`config.mk`:
```
export PLATFORM = sky130hd
export DESIGN_NAME = mem_port_arbiter
export DESIGN_NICKNAME = d
export VERILOG_FILES = /design/src/rtl/mem_port_arbiter_pkg.sv /design/src/rtl/mem_port_arbiter_access_timer.sv /design/src/rtl/mem_port_arbiter.sv
export SDC_FILE = /design/constraint.sdc
export NUM_CORES = 1
export LEC_CHECK = 0
export CAP_MARGIN = 20
export CORE_MARGIN = 4
export CORE_UTILIZATION = 38
export DETAILED_ROUTE_END_ITERATION = 10
export PLACE_DENSITY = 0.75
export REMOVE_ABC_BUFFERS = 1
export SLEW_MARGIN = 20
export SYNTH_ARGS = -nofsm -noshare
export SYNTH_HDL_FRONTEND = slang
export SYNTH_HIERARCHICAL = 1
export SYNTH_SLANG_ARGS = --single-unit
```
`constraint.sdc`:
```
create_clock -name clk -period 5 [get_ports clk]
set_input_delay 1 -clock clk [delete_from_list [all_inputs] [get_ports clk]]
set_output_delay 1 -clock clk [all_outputs]
set_load 0.1 [all_outputs]
```
`src/rtl/mem_port_arbiter_pkg.sv`:
```
`default_nettype none
// ============================================================================
// Module      : mem_arb_pkg
// Description : Shared types and constants for the IF/MEM single-port RAM
//               arbiter: FSM state encoding, grant ids, access counter width.
// Revision    : 1.0 - initial release
// ============================================================================
package mem_arb_pkg;

    // Width of the access-latency down-counter (covers LATENCY 1..15)
    localparam int CNT_W = 4;

    typedef enum logic [1:0] {
        ST_IDLE   = 2'd0,
        ST_ACCESS = 2'd1,
        ST_RESP   = 2'd2
    } state_t;

    typedef enum logic {
        GNT_IF   = 1'b0,
        GNT_DATA = 1'b1
    } grant_t;

endpackage
`default_nettype wire

```
`src/rtl/mem_port_arbiter_access_timer.sv`:
```
`default_nettype none
// ============================================================================
// Module      : access_timer
// Description : Loadable down-counter that times one RAM access. Loads the
//               remaining cycle count, decrements while enabled and flags
//               zero on the last access cycle.
// Revision    : 1.0 - initial release
// ============================================================================
module access_timer
    import mem_arb_pkg::*;
(
    input  logic             clk,
    input  logic             rst,
    input  logic             load,
    input  logic [CNT_W-1:0] value,
    input  logic             dec,
    output logic             zero
);

    logic [CNT_W-1:0] r_cnt;

    // Load has priority over decrement; the count saturates at zero
    always_ff @(posedge clk or negedge rst) begin
        if (!rst) begin
            r_cnt <= '0;
        end else if (load) begin
            r_cnt <= value;
        end else if (dec && (r_cnt != '0)) begin
            r_cnt <= r_cnt - 1'b1;
        end
    end

    assign zero = (r_cnt == '0);

endmodule
`default_nettype wire

```
`src/rtl/mem_port_arbiter.sv`:
```
`default_nettype none
// ============================================================================
// Module      : mem_port_arbiter
// Description : Shares one single-port RAM between instruction fetch and
//               load/store. Round-robin arbitration on contention, LATENCY-
//               cycle access sequencing, one-cycle ready pulses and the
//               pipeline freeze signals.
// Revision    : 1.0 - initial release
// ============================================================================
module mem_port_arbiter
    import mem_arb_pkg::*;
#(
    parameter int ADDR_W  = 32,
    parameter int DATA_W  = 32,
    parameter int LATENCY = 4
) (
    input  logic              clk,
    input  logic              rst,
    input  logic              if_req,
    input  logic [ADDR_W-1:0] if_addr,
    output logic [DATA_W-1:0] if_rdata,
    output logic              if_ready,
    input  logic              mem_rd_req,
    input  logic              mem_wr_req,
    input  logic [ADDR_W-1:0] mem_addr,
    input  logic [DATA_W-1:0] mem_wdata,
    output logic [DATA_W-1:0] mem_rdata,
    output logic              mem_ready,
    output logic              ram_en,
    output logic              ram_we,
    output logic [ADDR_W-1:0] ram_addr,
    output logic [DATA_W-1:0] ram_wdata,
    input  logic [DATA_W-1:0] ram_rdata,
    output logic              freeze_if,
    output logic              freeze_pipe
);

    localparam logic [CNT_W-1:0] C_LOAD_VAL = CNT_W'(LATENCY - 1);

    state_t r_state;
    state_t w_state_next;
    grant_t r_grant;
    grant_t r_last_grant;
    grant_t w_grant;
    logic   r_write;
    logic   w_data_req;
    logic   w_start;
    logic   w_capture;
    logic   w_timer_zero;

    assign w_data_req = mem_rd_req | mem_wr_req;

    // Arbitration: data port wins contention unless it won the previous grant
    always_comb begin
        w_grant = GNT_IF;
        if (w_data_req && (!if_req || (r_last_grant != GNT_DATA))) begin
            w_grant = GNT_DATA;
        end
    end

    // State register
    always_ff @(posedge clk or negedge rst) begin
        if (!rst) begin
            r_state <= ST_IDLE;
        end else begin
            r_state <= w_state_next;
        end
    end

    // Next-state and RAM/ready strobes; strobes depend only on state so reset kills them at once
    always_comb begin
        w_state_next = r_state;
        w_start      = 1'b0;
        w_capture    = 1'b0;
        ram_en       = 1'b0;
        ram_we       = 1'b0;
        if_ready     = 1'b0;
        mem_ready    = 1'b0;
        case (r_state)
            ST_IDLE: begin
                if (if_req || w_data_req) begin
                    w_start      = 1'b1;
                    w_state_next = ST_ACCESS;
                end
            end
            ST_ACCESS: begin
                ram_en = 1'b1;
                ram_we = w_timer_zero & r_write;
                if (w_timer_zero) begin
                    w_capture    = 1'b1;
                    w_state_next = ST_RESP;
                end
            end
            ST_RESP: begin
                if_ready     = (r_grant == GNT_IF);
                mem_ready    = (r_grant == GNT_DATA);
                w_state_next = ST_IDLE;
            end
            default: w_state_next = ST_IDLE;
        endcase
    end

    // Request latches: sampled only at grant, later input changes are ignored
    always_ff @(posedge clk or negedge rst) begin
        if (!rst) begin
            r_grant      <= GNT_IF;
            r_last_grant <= GNT_IF;
            r_write      <= 1'b0;
            ram_addr     <= '0;
            ram_wdata    <= '0;
        end else if (w_start) begin
            r_grant      <= w_grant;
            r_last_grant <= w_grant;
            if (w_grant == GNT_DATA) begin
                ram_addr  <= mem_addr;
                ram_wdata <= mem_wdata;
                r_write   <= mem_wr_req;
            end else begin
                ram_addr  <= if_addr;
                r_write   <= 1'b0;
            end
        end
    end

    // Read data capture on the last access cycle; stores leave the data registers alone
    always_ff @(posedge clk or negedge rst) begin
        if (!rst) begin
            if_rdata  <= '0;
            mem_rdata <= '0;
        end else if (w_capture && !r_write) begin
            if (r_grant == GNT_IF) begin
                if_rdata <= ram_rdata;
            end else begin
                mem_rdata <= ram_rdata;
            end
        end
    end

    access_timer u_timer (
        .clk   (clk),
        .rst   (rst),
        .load  (w_start),
        .value (C_LOAD_VAL),
        .dec   (r_state == ST_ACCESS),
        .zero  (w_timer_zero)
    );

    assign freeze_pipe = w_data_req & ~mem_ready;
    assign freeze_if   = (if_req & ~if_ready) | freeze_pipe;

endmodule
`default_nettype wire
```
## Yosys cells after proc, flatten, opt, wreduce, memory -nomap -nowiden

Cells that the tools add are included.

| cells by class | value |
|---|---|
| equal/unequal tests | 4 |
| bitwise gates (word level) | 8 |
| add/subtract/negate cells | 1 |
| muxes and demuxes | 16 |
| reduce and logical (&&, ||, !) cells | 15 |
| $mul | 0 |
| divide/modulo/power cells | 0 |
| magnitude comparators | 0 |
| shift operators | 0 |

Operator list:

| kind | count |
|---|---|
| 32-bit two-way mux | 1 |
| 1-bit two-way mux | 10 |
| 4-bit two-way mux | 2 |
| 2-bit AND reduction | 4 |
| 4-bit zero test | 1 |
| 2-bit two-way mux | 2 |
| 2-bit inequality test, second input constant | 2 |
| 2-bit one-hot mux with 2 select lines | 1 |
| 4-bit nonzero test | 1 |
| 4-bit by 1-bit subtractor with 4-bit output, second input constant | 1 |
| 1-bit bitwise AND | 3 |
| 1-bit logical AND | 3 |
| 1-bit inverter | 3 |
| 2-bit by 1-bit == test with 1-bit output, second input constant | 1 |
| 2-bit == test, second input constant | 1 |
| 1-bit zero test | 2 |
| 2-bit zero test | 1 |
| 1-bit logical OR | 2 |
| 1-bit OR | 2 |
| 2-bit nonzero test | 1 |

| storage, ports and cells | value |
|---|---|
| output and inout port bits | 134 |
| bits in writable memories | 0 |
| memories | 0 |
| bits in registers | 136 |
| bits in latches | 0 |
| memory bits (read-only) | 0 |
| logic and storage cells | 52 |

## Depth between registers and ports, before layout

| logic depth | value |
|---|---|
| depth in word-level cells | 5 |
| depth in mapped cells | 7 |
| mapped depth without buffers | 6 |

## Modules after synthesis

Netlist, hierarchy kept.

Modules (own cells, without submodules):

| module | times used | area an instance (um2) | cells each | seq. area each (um2) |
|---|---|---|---|---|
| mem_port_arbiter | 1 | 5501.5 | 332 | 3303.2 |
| access_timer | 1 | 270.3 | 27 | 100.1 |

## Worst setup path after synthesis

No wires, ideal clock.

| timing path | value |
|---|---|
| kind | register -> output |
| start point | reg r_last_grant (netlist name) |
| end point | out freeze_if |
| path buffers | 1 |
| data required time | 4.000 ns |
| stages on the path, launching flop included | 4 |
| path slack | -0.499 ns |
| arrival time | 4.499 ns |
| path through | dfrtp_1 -> buf_6 -> nor3b_1 -> o22ai_1 |

RTL lines:

| what | RTL line | source |
|---|---|---|
| to (decl) | mem_port_arbiter.sv:34 | `output logic freeze_if,` |

## Worst setup path in the final report

| timing path | value |
|---|---|
| start point | reg u_timer.r_cnt[0] |
| end point | out ram_we |

| on the way | value |
|---|---|
| word-level cells in the longest chain between the ends | 3 |

RTL lines:

| what | RTL line | source |
|---|---|---|
| from (decl) | mem_port_arbiter_access_timer.sv:20 | `logic [CNT_W-1:0] r_cnt;` |
| from (signal assigned) | mem_port_arbiter_access_timer.sv:27 | `r_cnt <= value;` |
| from (signal assigned) | mem_port_arbiter_access_timer.sv:29 | `r_cnt <= r_cnt - 1'b1;` |
| 4-bit zero test | mem_port_arbiter_access_timer.sv:33 | `assign zero = (r_cnt == '0);` |
| named net w_timer_zero | mem_port_arbiter.sv:49 | `logic w_timer_zero;` |
| 1-bit bitwise AND | mem_port_arbiter.sv:88 | `ram_we = w_timer_zero & r_write;` |
| 1-bit two-way mux | mem_port_arbiter.sv:79 | `case (r_state)` |
| to (decl) | mem_port_arbiter.sv:30 | `output logic ram_we,` |

The timed path passes the listed nets, and every way through them passes these cells.

==> results.yml <==
run_status:
  outcome: "finished, final reports clean"
timing:
  finalSetupViolations: 0
  final.setup.tns_ns: 0
  period_share_pct: 78.4
  tightest_slew_ns: 1.05
  slew_viol_final: 0
  min_period_ns: 3.92
  hold_violations: 0
  rsz0062_at_grt: "false"
  finalClockSkew_ns: 0.00882
  clock.fmax_ghz: 0.255
  slew_headroom_pct: 30.0
critical_path:
  cp.required_ns: 4.00
  path_max_fanout: 8
  crit_path_end_kind: "primary output"
  critPathBufInv: 2
  cp-start-kind: "register"
  crit_type: "reg -> out"
  critPathMaxStageDelay_ns: 1.17
  cpLargestDelayFamily: "buffers and inverters"
  cp_slowest_cell: "clkdlybuf4s50_1"
  cp_cell_sequence: "inv_1 -> ha_1 -> nor3b_2 -> and3_1 -> clkdlybuf4s50_1"
  arrival_ns: 2.92
placement:
  dp_hpwl_um: 11100
  portBuffers: 266
  gp_congestion: 0.768
grt:
  grt_pass1_wl_um: 23900
  grt_max_degree: 93
  antenna_found_initial: 0
  grt_remaining_overflow: 0
  grt_usage_pct: 17.2
  grt_pass1_vias: 4433
finish:
  antenna_cells: 0
  drive_gt1_share_pct: 31.2
  mostFrequentLayoutCells: "263 x clkdlybuf4s50_1, 136 x dfrtp_1, 128 x mux2_2, 29 x mux2_4, 17 x clkbuf_16"
  seqCellArea_mm2: 0.00340
  post-route-util_pct: 62.5
  nets: 766
  fillCellCount: 1118
  multi_input_area_mm2: 0.00224
  mostFrequentLayoutCell: "clkdlybuf4s50_1"
  area_growth_pct: 59.2
synth:
  synthCells: 359
  avgSynthCellArea_um2: 16.1
  synth.distinct_cells: 36
  yosysSeqAreaShare_pct: 59.0
  ys_seq_elements: 136
  yosys_warnings: 6
  syn_area_mm2: 0.00577
routing:
  ant_nets: 0
  vias: 3939
  drc: 0
  detail_route.wl_per_cell_um: 17.9
  routed_wl_um: 14800
  dr.pass1.iters: 4
  vias_per_cell: 4.75
  initialDrtViolationCount: 87
clock_tree:
  clock_latency_ns: 0.41
  cts_htree_levels: 4
  cts_buffers: 17
  cts.sinks: 136
  cts_root_buf: "clkbuf_16"
  cts_setup_buffers: 0
  cts_tree: "done"
  clockBufferDepth: 2
  cts.clk_slew.worst_paths_ns: 0.06
  hold_buffers: 0
  cts_resized: 0
floorplan:
  die_area_mm2: 0.0172
  fp.dieW_um: 131
  core-area_mm2: 0.0147
  die_y_um: 131
  rows: 44
  initial_core_util_pct: 39.3
  ios: 267
flow_run:
  max_cap_viol_count: 0
hold_path:
  hp-class: "reg -> reg"
-- synth_stat cells --
cell / number / area share (%)
nor2_1: 3 / 0.20
o211ai_2: 1 / 0.22
a221o_1: 1 / 0.17
a211oi_4: 1 / 0.35
o31a_1: 1 / 0.15
mux2_2: 128 / 25
a21o_1: 1 / 0.13
conb_1: 2 / 0.13
mux2_1: 4 / 0.78
buf_6: 5 / 0.98
ha_1: 1 / 0.22
buf_4: 3 / 0.39
inv_1: 7 / 0.46
a21oi_1: 1 / 0.087
nor3b_1: 3 / 0.39
nor4b_2: 1 / 0.26
dfrtp_1: 136 / 59
or4_1: 1 / 0.13
and3_1: 1 / 0.11
o21a_1: 1 / 0.13
o22ai_1: 1 / 0.11
nor3_1: 2 / 0.17
nor3b_2: 1 / 0.22
buf_2: 8 / 0.69
and2_1: 1 / 0.11
and4b_1: 1 / 0.17
or2b_1: 1 / 0.13
o21ai_0: 3 / 0.26
clkbuf_1: 2 / 0.13
and2b_1: 1 / 0.13
or3_1: 1 / 0.11
nand2_1: 3 / 0.20
o2bb2ai_2: 1 / 0.26
mux2_4: 29 / 7.5
nand4b_1: 1 / 0.15
nor4b_4: 1 / 0.41
-- layout make-up --
class	count	area share, %
timing repair buffer	270	29.3
sequential	136	37.0
tap	184	2.51
multi-input combinational	200	24.3
inverter	7	0.286
clock buffer	19	4.71
clock inverter	13	1.85
-- kinds of logic (layout without fill, tap and decap cells) --
group	count (synthesis)	count (layout)	share of synthesized area (%)
other cells	2	4	0.130
compound gates	12	12	1.86
buf+inv	25	309	2.64
flops	136	136	59.0
simple gates	22	22	2.88
fa+ha+maj	1	1	0.217
mux	161	161	33.3
-- worst paths after layout --
kind                                   from           end  slack, ns  cells after the start
max                        u_timer/r_cnt[0]        ram_we       1.08                      5
min                            if_rdata[21]  if_rdata[21]       0.49                      1
max reg2reg                u_timer/r_cnt[0]  if_rdata[10]       2.49                      7
min reg2reg                    if_rdata[21]  if_rdata[21]       0.49                      1
max in group asynchronous               rst  if_rdata[31]       3.22                      2
min in group asynchronous               rst   if_rdata[4]       0.67                      1
-- registers in the layout, summed over array words and instances (netlist names) --
signal         count
r_state            2
mem_rdata         32
ram_addr          32
if_rdata          32
ram_wdata         32
r_last_grant       1
u_timer/r_cnt      4
r_write            1
-- per-layer routing --
metal / vias to the layer above / share of wire, % / GRT usage [%] / wire (um)
met5: - / 0 / 0 / 0
met4: 0 / 2.0 / 6.30 / 299
met3: 18 / 5.8 / 5.20 / 860
met2: 129 / 54 / 31.5 / 8010
met1: 1966 / 38 / 18.9 / 5630
li1: 1826 / - / - / -
-- per-stage QoR --
stage	instances	hold WS (ns)	area, um^2	setup WS, ns
CTS	829	0.503	9190	1.07
finish	829	0.495	9190	1.08
global placement	797	0.473	8590	1.29
floorplan	343	0.568	5650	-0.492
detailed placement	797	0.488	8590	1.16
global route	829	0.515	9190	0.899
Power is not shown: default switching activity piles up to over one toggle a cycle in this logic, so the estimate is an artifact.
